File: src/rtl/fir_pkg.sv
// Shared constants, FSM state type and arithmetic helpers for the time-multiplexed
// stereo FIR. Coefficients are symmetric, so only half of them are stored.
package fir_pkg;

  localparam int ARRAY_WIDTH = 20;
  localparam int COEFF_WIDTH = 8;
  localparam int NUM_TAPS    = 8;
  localparam int ACC_WIDTH   = 24;
  localparam int TAP_IDX_W   = $clog2(NUM_TAPS);

  localparam logic signed [COEFF_WIDTH-1:0] COEFF1 = 8'shF4;
  localparam logic signed [COEFF_WIDTH-1:0] COEFF2 = 8'shFC;
  localparam logic signed [COEFF_WIDTH-1:0] COEFF3 = 8'sh18;
  localparam logic signed [COEFF_WIDTH-1:0] COEFF4 = 8'sh33;

  localparam logic signed [ACC_WIDTH-1:0] SAT_HI = 24'sh07FFFF;
  localparam logic signed [ACC_WIDTH-1:0] SAT_LO = 24'shF80000;

  typedef enum logic [1:0] {IDLE, LOAD, MAC, SAT} state_e;

  // Tap index 0..7 maps to taps 1..8; the second half mirrors the first.
  function automatic logic signed [COEFF_WIDTH-1:0] tap_coeff(input logic [TAP_IDX_W-1:0] idx);
    case (idx)
      3'd0, 3'd7: tap_coeff = COEFF1;
      3'd1, 3'd6: tap_coeff = COEFF2;
      3'd2, 3'd5: tap_coeff = COEFF3;
      default:    tap_coeff = COEFF4;
    endcase
  endfunction

  function automatic logic signed [ARRAY_WIDTH-1:0] sat_acc(input logic signed [ACC_WIDTH-1:0] acc);
    if (acc > SAT_HI)
      sat_acc = {1'b0, {(ARRAY_WIDTH-1){1'b1}}};
    else if (acc < SAT_LO)
      sat_acc = {1'b1, {(ARRAY_WIDTH-1){1'b0}}};
    else
      sat_acc = acc[ARRAY_WIDTH-1:0];
  endfunction

endpackage

File: src/rtl/fir_mac_unit.sv
// Shared signed 8x8 multiply-accumulate; the accumulator is read back through
// a saturating narrowing to the sample width.
module fir_mac_unit
  import fir_pkg::*;
(
  input  logic                          clock,
  input  logic                          reset,
  input  logic                          clr,
  input  logic                          en,
  input  logic signed [COEFF_WIDTH-1:0] smp,
  input  logic signed [COEFF_WIDTH-1:0] coef,
  output logic signed [ARRAY_WIDTH-1:0] sat_out
);

  logic signed [ACC_WIDTH-1:0]     acc_q, acc_d;
  logic signed [2*COEFF_WIDTH-1:0] prod;
  logic signed [ACC_WIDTH-1:0]     prod_ext;

  // The product carries the top 8 sample bits, so it is realigned by 4 into the 20-bit frame.
  always_comb begin
    prod     = smp * coef;
    prod_ext = ACC_WIDTH'(prod);
    acc_d    = acc_q;
    if (clr)
      acc_d = '0;
    else if (en)
      acc_d = acc_q + (prod_ext <<< 4);
  end

  always_ff @(posedge clock) begin
    if (reset) acc_q <= '0;
    else       acc_q <= acc_d;
  end

  assign sat_out = sat_acc(acc_q);

endmodule

File: src/rtl/fir_mac_scheduler.sv
// Time-multiplexed 8-tap stereo FIR controller: lrck edges queue per-channel
// requests that are serviced one at a time through a single shared MAC.
module fir_mac_scheduler
  import fir_pkg::*;
(
  input  logic                   clock,
  input  logic                   reset,
  input  logic                   lrck,
  input  logic [ARRAY_WIDTH-1:0] l_codec_to_fpga,
  input  logic [ARRAY_WIDTH-1:0] r_codec_to_fpga,
  output logic [ARRAY_WIDTH-1:0] l_fpga_to_codec,
  output logic [ARRAY_WIDTH-1:0] r_fpga_to_codec,
  output logic                   l_valid,
  output logic                   r_valid,
  output logic                   busy,
  output logic                   overrun
);

  state_e                        state_q, state_d;
  logic                          sel_q, sel_d;
  logic [TAP_IDX_W-1:0]          idx_q, idx_d;
  logic [2:0]                    sync_q, sync_d;
  logic                          pend_r_q, pend_r_d, pend_l_q, pend_l_d;
  logic [ARRAY_WIDTH-1:0]        cap_r_q, cap_r_d, cap_l_q, cap_l_d;
  logic signed [ARRAY_WIDTH-1:0] dl_r_q [NUM_TAPS];
  logic signed [ARRAY_WIDTH-1:0] dl_r_d [NUM_TAPS];
  logic signed [ARRAY_WIDTH-1:0] dl_l_q [NUM_TAPS];
  logic signed [ARRAY_WIDTH-1:0] dl_l_d [NUM_TAPS];
  logic [ARRAY_WIDTH-1:0]        r_out_q, r_out_d, l_out_q, l_out_d;
  logic                          r_vld_q, r_vld_d, l_vld_q, l_vld_d;
  logic                          ovr_q, ovr_d;
  logic                          rise, fall, blk_r, blk_l, take_r, take_l, req_r, req_l;
  logic                          mac_clr, mac_en, do_load, do_sat;
  logic signed [COEFF_WIDTH-1:0] tap_hi, coef_sel;
  logic signed [ARRAY_WIDTH-1:0] mac_sat;

  // A channel that is pending or currently in service cannot accept another request.
  always_comb begin
    sync_d = {sync_q[1:0], lrck};
    rise   = sync_q[1] & ~sync_q[2];
    fall   = ~sync_q[1] & sync_q[2];
    blk_r  = pend_r_q | ((state_q != IDLE) & sel_q);
    blk_l  = pend_l_q | ((state_q != IDLE) & ~sel_q);
    take_r = rise & ~blk_r;
    take_l = fall & ~blk_l;
    req_r  = pend_r_q | take_r;
    req_l  = pend_l_q | take_l;
  end

  always_comb begin
    state_d = state_q;
    sel_d   = sel_q;
    idx_d   = idx_q;
    case (state_q)
      IDLE: begin
        if (req_r) begin
          state_d = LOAD;
          sel_d   = 1'b1;
        end else if (req_l) begin
          state_d = LOAD;
          sel_d   = 1'b0;
        end
      end
      LOAD: begin
        state_d = MAC;
        idx_d   = '0;
      end
      MAC: begin
        idx_d = idx_q + 1'b1;
        if (idx_q == TAP_IDX_W'(NUM_TAPS-1)) state_d = SAT;
      end
      SAT: begin
        if (sel_q ? req_l : req_r) begin
          state_d = LOAD;
          sel_d   = ~sel_q;
        end else begin
          state_d = IDLE;
        end
      end
      default: state_d = IDLE;
    endcase
  end

  always_comb begin
    do_load  = (state_q == LOAD);
    do_sat   = (state_q == SAT);
    mac_clr  = do_load;
    mac_en   = (state_q == MAC);
    tap_hi   = sel_q ? dl_r_q[idx_q][ARRAY_WIDTH-1 -: COEFF_WIDTH]
                     : dl_l_q[idx_q][ARRAY_WIDTH-1 -: COEFF_WIDTH];
    coef_sel = tap_coeff(idx_q);
  end

  always_comb begin
    pend_r_d = pend_r_q;
    pend_l_d = pend_l_q;
    if (do_load) begin
      if (sel_q) pend_r_d = 1'b0;
      else       pend_l_d = 1'b0;
    end
    if (take_r) pend_r_d = 1'b1;
    if (take_l) pend_l_d = 1'b1;
    cap_r_d = take_r ? r_codec_to_fpga : cap_r_q;
    cap_l_d = take_l ? l_codec_to_fpga : cap_l_q;
    ovr_d   = ovr_q | (rise & blk_r) | (fall & blk_l);
    dl_r_d  = dl_r_q;
    dl_l_d  = dl_l_q;
    if (do_load) begin
      for (int k = NUM_TAPS-1; k > 0; k--) begin
        if (sel_q) dl_r_d[k] = dl_r_q[k-1];
        else       dl_l_d[k] = dl_l_q[k-1];
      end
      if (sel_q) dl_r_d[0] = cap_r_q;
      else       dl_l_d[0] = cap_l_q;
    end
    r_vld_d = do_sat & sel_q;
    l_vld_d = do_sat & ~sel_q;
    r_out_d = r_vld_d ? mac_sat : r_out_q;
    l_out_d = l_vld_d ? mac_sat : l_out_q;
  end

  always_ff @(posedge clock) begin
    if (reset) begin
      state_q  <= IDLE;
      sel_q    <= 1'b0;
      idx_q    <= '0;
      sync_q   <= '0;
      pend_r_q <= 1'b0;
      pend_l_q <= 1'b0;
      ovr_q    <= 1'b0;
      dl_r_q   <= '{default: '0};
      dl_l_q   <= '{default: '0};
      r_out_q  <= '0;
      l_out_q  <= '0;
      r_vld_q  <= 1'b0;
      l_vld_q  <= 1'b0;
    end else begin
      state_q  <= state_d;
      sel_q    <= sel_d;
      idx_q    <= idx_d;
      sync_q   <= sync_d;
      pend_r_q <= pend_r_d;
      pend_l_q <= pend_l_d;
      ovr_q    <= ovr_d;
      dl_r_q   <= dl_r_d;
      dl_l_q   <= dl_l_d;
      r_out_q  <= r_out_d;
      l_out_q  <= l_out_d;
      r_vld_q  <= r_vld_d;
      l_vld_q  <= l_vld_d;
    end
  end

  always_ff @(posedge clock) begin
    cap_r_q <= cap_r_d;
    cap_l_q <= cap_l_d;
  end

  fir_mac_unit u_mac (
    .clock   (clock),
    .reset   (reset),
    .clr     (mac_clr),
    .en      (mac_en),
    .smp     (tap_hi),
    .coef    (coef_sel),
    .sat_out (mac_sat)
  );

  assign l_fpga_to_codec = l_out_q;
  assign r_fpga_to_codec = r_out_q;
  assign l_valid         = l_vld_q;
  assign r_valid         = r_vld_q;
  assign busy            = (state_q != IDLE);
  assign overrun         = ovr_q;

endmodule

File: config.mk
export PLATFORM = sky130hd
export DESIGN_NAME = fir_mac_scheduler
export DESIGN_NICKNAME = d
export VERILOG_FILES = /design/src/rtl/fir_pkg.sv /design/src/rtl/fir_mac_unit.sv /design/src/rtl/fir_mac_scheduler.sv
export SDC_FILE = /design/constraint.sdc
export NUM_CORES = 1
export LEC_CHECK = 0
export BUFFER_PORTS_ARGS = -buffer_cell sky130_fd_sc_hd__buf_2
export CAP_MARGIN = 20
export CORE_AREA = 2 2 169 138
export CTS_BUF_LIST = sky130_fd_sc_hd__clkbuf_8
export DETAILED_ROUTE_END_ITERATION = 12
export DIE_AREA = 0 0 171 140
export PLACE_DENSITY = 0.77
export SKIP_LAST_GASP = 1
export SYNTH_ARGS = -nofsm -noshare
export SYNTH_HDL_FRONTEND = slang
export SYNTH_HIERARCHICAL = 1
export SYNTH_SLANG_ARGS = --single-unit
File: constraint.sdc
create_clock -name clock -period 15.3 [get_ports clock]
set_clock_uncertainty 0.1 [all_clocks]
set_input_delay 0.765 -clock clock [delete_from_list [all_inputs] [get_ports clock]]
set_output_delay 0.765 -clock clock [all_outputs]
set_load 0.005 [all_outputs]
==> results.py <==
metrics = {
    "sta": {
        "rsz0062_at_grt": "false",
        "worst_slew_pin_slew_ps": 982.3,
        "maxSlewViolCount": 0,
        "finalSetupViolCount": 0,
        "max-slew-margin-rel_pct": 34.52,
        "fin_crit_sh_pct": 51.69,
        "period_needed_ps": 7909,
        "tns_ps": 0,
        "hold_viol": 0,
        "fmax_ghz": 0.1264,
    },
    "die": {
        "row_count": 49,
        "die_h_um": 140,
        "die_area_um2": 23940,
        "core_area_um2": 22190,
        "io_pins": 87,
        "die_w_um": 171,
        "start_util_pct": 55.30,
    },
    "power": {
        "peakVddDrop_mv": 0.1954,
        "power.density_nw_per_um2": 212.1,
        "power_leakage_nw": 5.381,
    },
    "route": {
        "m1WireLength_um": 11510,
        "avgViaCountPerCell": 5.348,
        "ant_nets": 0,
        "drtIter0Drc": 678,
        "wl_met2_um": 11460,
        "vias": 9535,
        "highest_layer": "met4",
        "wl_met3_um": 1336,
        "finalWirelength_um": 24680,
        "drc": 0,
        "firstDrtPassIters": 7,
        "wl_per_cell_um": 13.84,
    },
    "worst_hold_path": {
        "hp-class": "primary input to flop",
    },
    "cells_and_area": {
        "seq_area_um2": 4527,
        "final_nets": 1609,
        "diodes": 0,
        "drive_gt1_share_pct": 11.65,
        "fill_cells": 1879,
        "area_growth_pct": 10.15,
        "multiInputGateArea_um2": 7052,
        "final_core_util_pct": 60.91,
    },
    "grt": {
        "grt.total_usage_pct": 21.13,
        "grt_start_max_net_pins": 96,
        "grt_remaining_overflow": 0,
        "antenna_found_initial": 0,
        "first_global_vias": 9007,
        "grt_pass1_wl_um": 42410,
    },
    "worst_setup_path": {
        "required_ps": 15650,
        "startpoint_type": "flop",
        "max_stage_delay_ps": 560,
        "r2r_slack_ps": 7390,
        "path_class": "flop to flop",
        "worstSetupEndpoint": "u_mac/acc_q[20]$_SDFFE_PP0P_",
        "cp_max_fo": 28,
        "cp_slowest_cell": "nor2_1",
        "critPathLaunch": "idx_q[1]$_SDFFE_PP0P_",
        "ff2ff_path_depth": 28,
        "path_common_cell": "ha_1",
        "cp-end-kind": "flop",
        "arrival_ps": 8260,
        "rr_startpoint": "idx_q[1]$_SDFFE_PP0P_",
        "r2r-end": "u_mac/acc_q[20]$_SDFFE_PP0P_",
    },
    "status": {
        "status": "finished clean",
    },
    "placed_design": {
        "routabilityCongestion": 0.8338,
        "port-buffer-count": 62,
        "post-dp-hpwl_um": 17170,
    },
    "clock_network": {
        "clkLatencyLatePin_ps": 570,
        "h-tree-depth": 2,
        "cts_tree": "yes",
        "clock_sinks": 218,
        "ctsHoldBuffers": 0,
        "cts_resized": 0,
        "cts_buffers": 36,
        "clkTransAtPathRegs_ps": 60,
        "cts_setup_buffers": 0,
        "cts_root_buf": "clkbuf_8",
        "cts_max_path_buffers": 3,
    },
    "logic_synthesis": {
        "synth_async_sr_flop_share_pct": 0,
        "ys_seq_area_share_pct": 36.86,
        "synth_edf_count": 16,
        "synth_cell_types": 66,
        "synth_area_um2": 12270,
        "syn_inst": 1410,
        "synth-seq-cells": 218,
        "synthFlopType": "dfxtp_1",
        "syn_area_per_cell_um2": 8.704,
        "yosysWarnings": 6,
    },
    "run": {
        "cap_violations": 0,
    },
}
how the worst min path moves through the flow:
stage / endpoint / from / slack [ps] / cells past startpoint
floorplan: sync_q[1]$_SDFF_PP0_ / sync_q[0]$_SDFF_PP0_ / 310 / 1
global placement: sync_q[1]$_SDFF_PP0_ / sync_q[0]$_SDFF_PP0_ / 340 / 1
detailed placement: sync_q[1]$_SDFF_PP0_ / sync_q[0]$_SDFF_PP0_ / 330 / 1
CTS: cap_r_q[12]$_DFFE_PP_ / r_codec_to_fpga[12] / 250 / 1
global route: cap_l_q[12]$_DFFE_PP_ / l_codec_to_fpga[12] / 250 / 1
finish: cap_l_q[16]$_DFFE_PP_ / l_codec_to_fpga[16] / 270 / 1
per-stage QoR:
| stage | power [W] | std cells | hold slack, ps | worst slack (ps) | area, µm² |
|---|---|---|---|---|---|
| global route | 0.003152 | 1783 | 246.9 | 6494 | 13520 |
| detailed placement | 0.002347 | 1716 | 328.4 | 7308 | 12710 |
| CTS | 0.002871 | 1780 | 247.4 | 7296 | 13450 |
| finish | 0.002868 | 1783 | 269.7 | 7391 | 13520 |
| floorplan | 0.002047 | 1417 | 313.8 | 7789 | 12300 |
| global placement | 0.002313 | 1715 | 335.0 | 7366 | 12690 |
routing by layer:
layer,up-vias,track usage [%]
li1,4785,-
met1,4491,29.66
met2,220,34.21
met3,39,3.589
met4,0,5.129
met5,-,0
area by class of cell:
class	instances	share of cell area, %
timing repair buffer	74	3.406
tap	306	2.832
clock buffer	46	4.683
multi-input combinational	1027	52.16
sequential	218	33.48
clock inverter	18	0.8237
inverter	94	2.610
flip-flops by register name (all words and copies together) (netlist names), 2 cells and up:
name and flops:
idx_q 3, u_mac/acc_q 20, cap_r_q 8, l_fpga_to_codec 20, cap_l_q 8, r_fpga_to_codec 20
dl_r_q 64, sync_q 3, state_q 2, dl_l_q 64
Yosys cell counts (20+ instances only):
library cell	number	share of area, %
nand2_1	377	12
and2_1	47	2.4
clkbuf_1	46	1.4
inv_1	92	2.8
dfxtp_1	202	33
a21oi_1	203	8.3
mux4_2	25	4.6
fa_1	56	9.1
nor2_1	35	1.1
xnor2_1	22	1.6
ha_1	59	6.0
o21a_1	20	1.2
critical path, delay by kind of cell (launching register included):
kind,cells,cell delay [ps]
AOI/OAI and AO/OA,9,1890
xor gates and xnor gates,1,160
adders and majority gates,8,2700
buffers and inverters,5,910
DFF,1,530
and+or+nand+nor,5,1530
logic make-up after synthesis:
group | synth area share (%)
xor+xnor | 1.998
buf+inv | 6.005
mux | 7.004
simple gates | 18.30
fa+ha+maj | 15.15
compound gates | 14.65
other cells | 0.03055
flops | 36.86
power by group:
part           leakage (nW)  switching (W)  internal (W)
sequential             1.78      0.0000305      0.000602
clock                 0.424       0.000235      0.000276
combinational          3.18        0.00101      0.000714
total                  5.38        0.00128       0.00159
cell usage in the layout, fill, tap and decap left out, drive strengths merged, types with 7 or more instances in the layout:
cell type | netlist | final
nand2 | 377 | 377
a21oi | 204 | 204
dfxtp | 202 | 202
inv | 94 | 108
buf | 32 | 74
ha | 59 | 59
fa | 56 | 56
and2 | 47 | 47
clkbuf | 46 | 46
nor2 | 35 | 35
mux4 | 32 | 32
xnor2 | 22 | 22
o21ai | 22 | 22
o21a | 20 | 20
a22oi | 17 | 17
edfxtp | 16 | 16
nor2b | 16 | 16
nand2b | 10 | 10
a21o | 10 | 10
mux2i | 9 | 9
nor3 | 8 | 8
conb | 1 | 8
a211oi | 8 | 8
nand3 | 7 | 7
nand4 | 7 | 7
No activity file was read; power rests on OpenSTA's default activity.
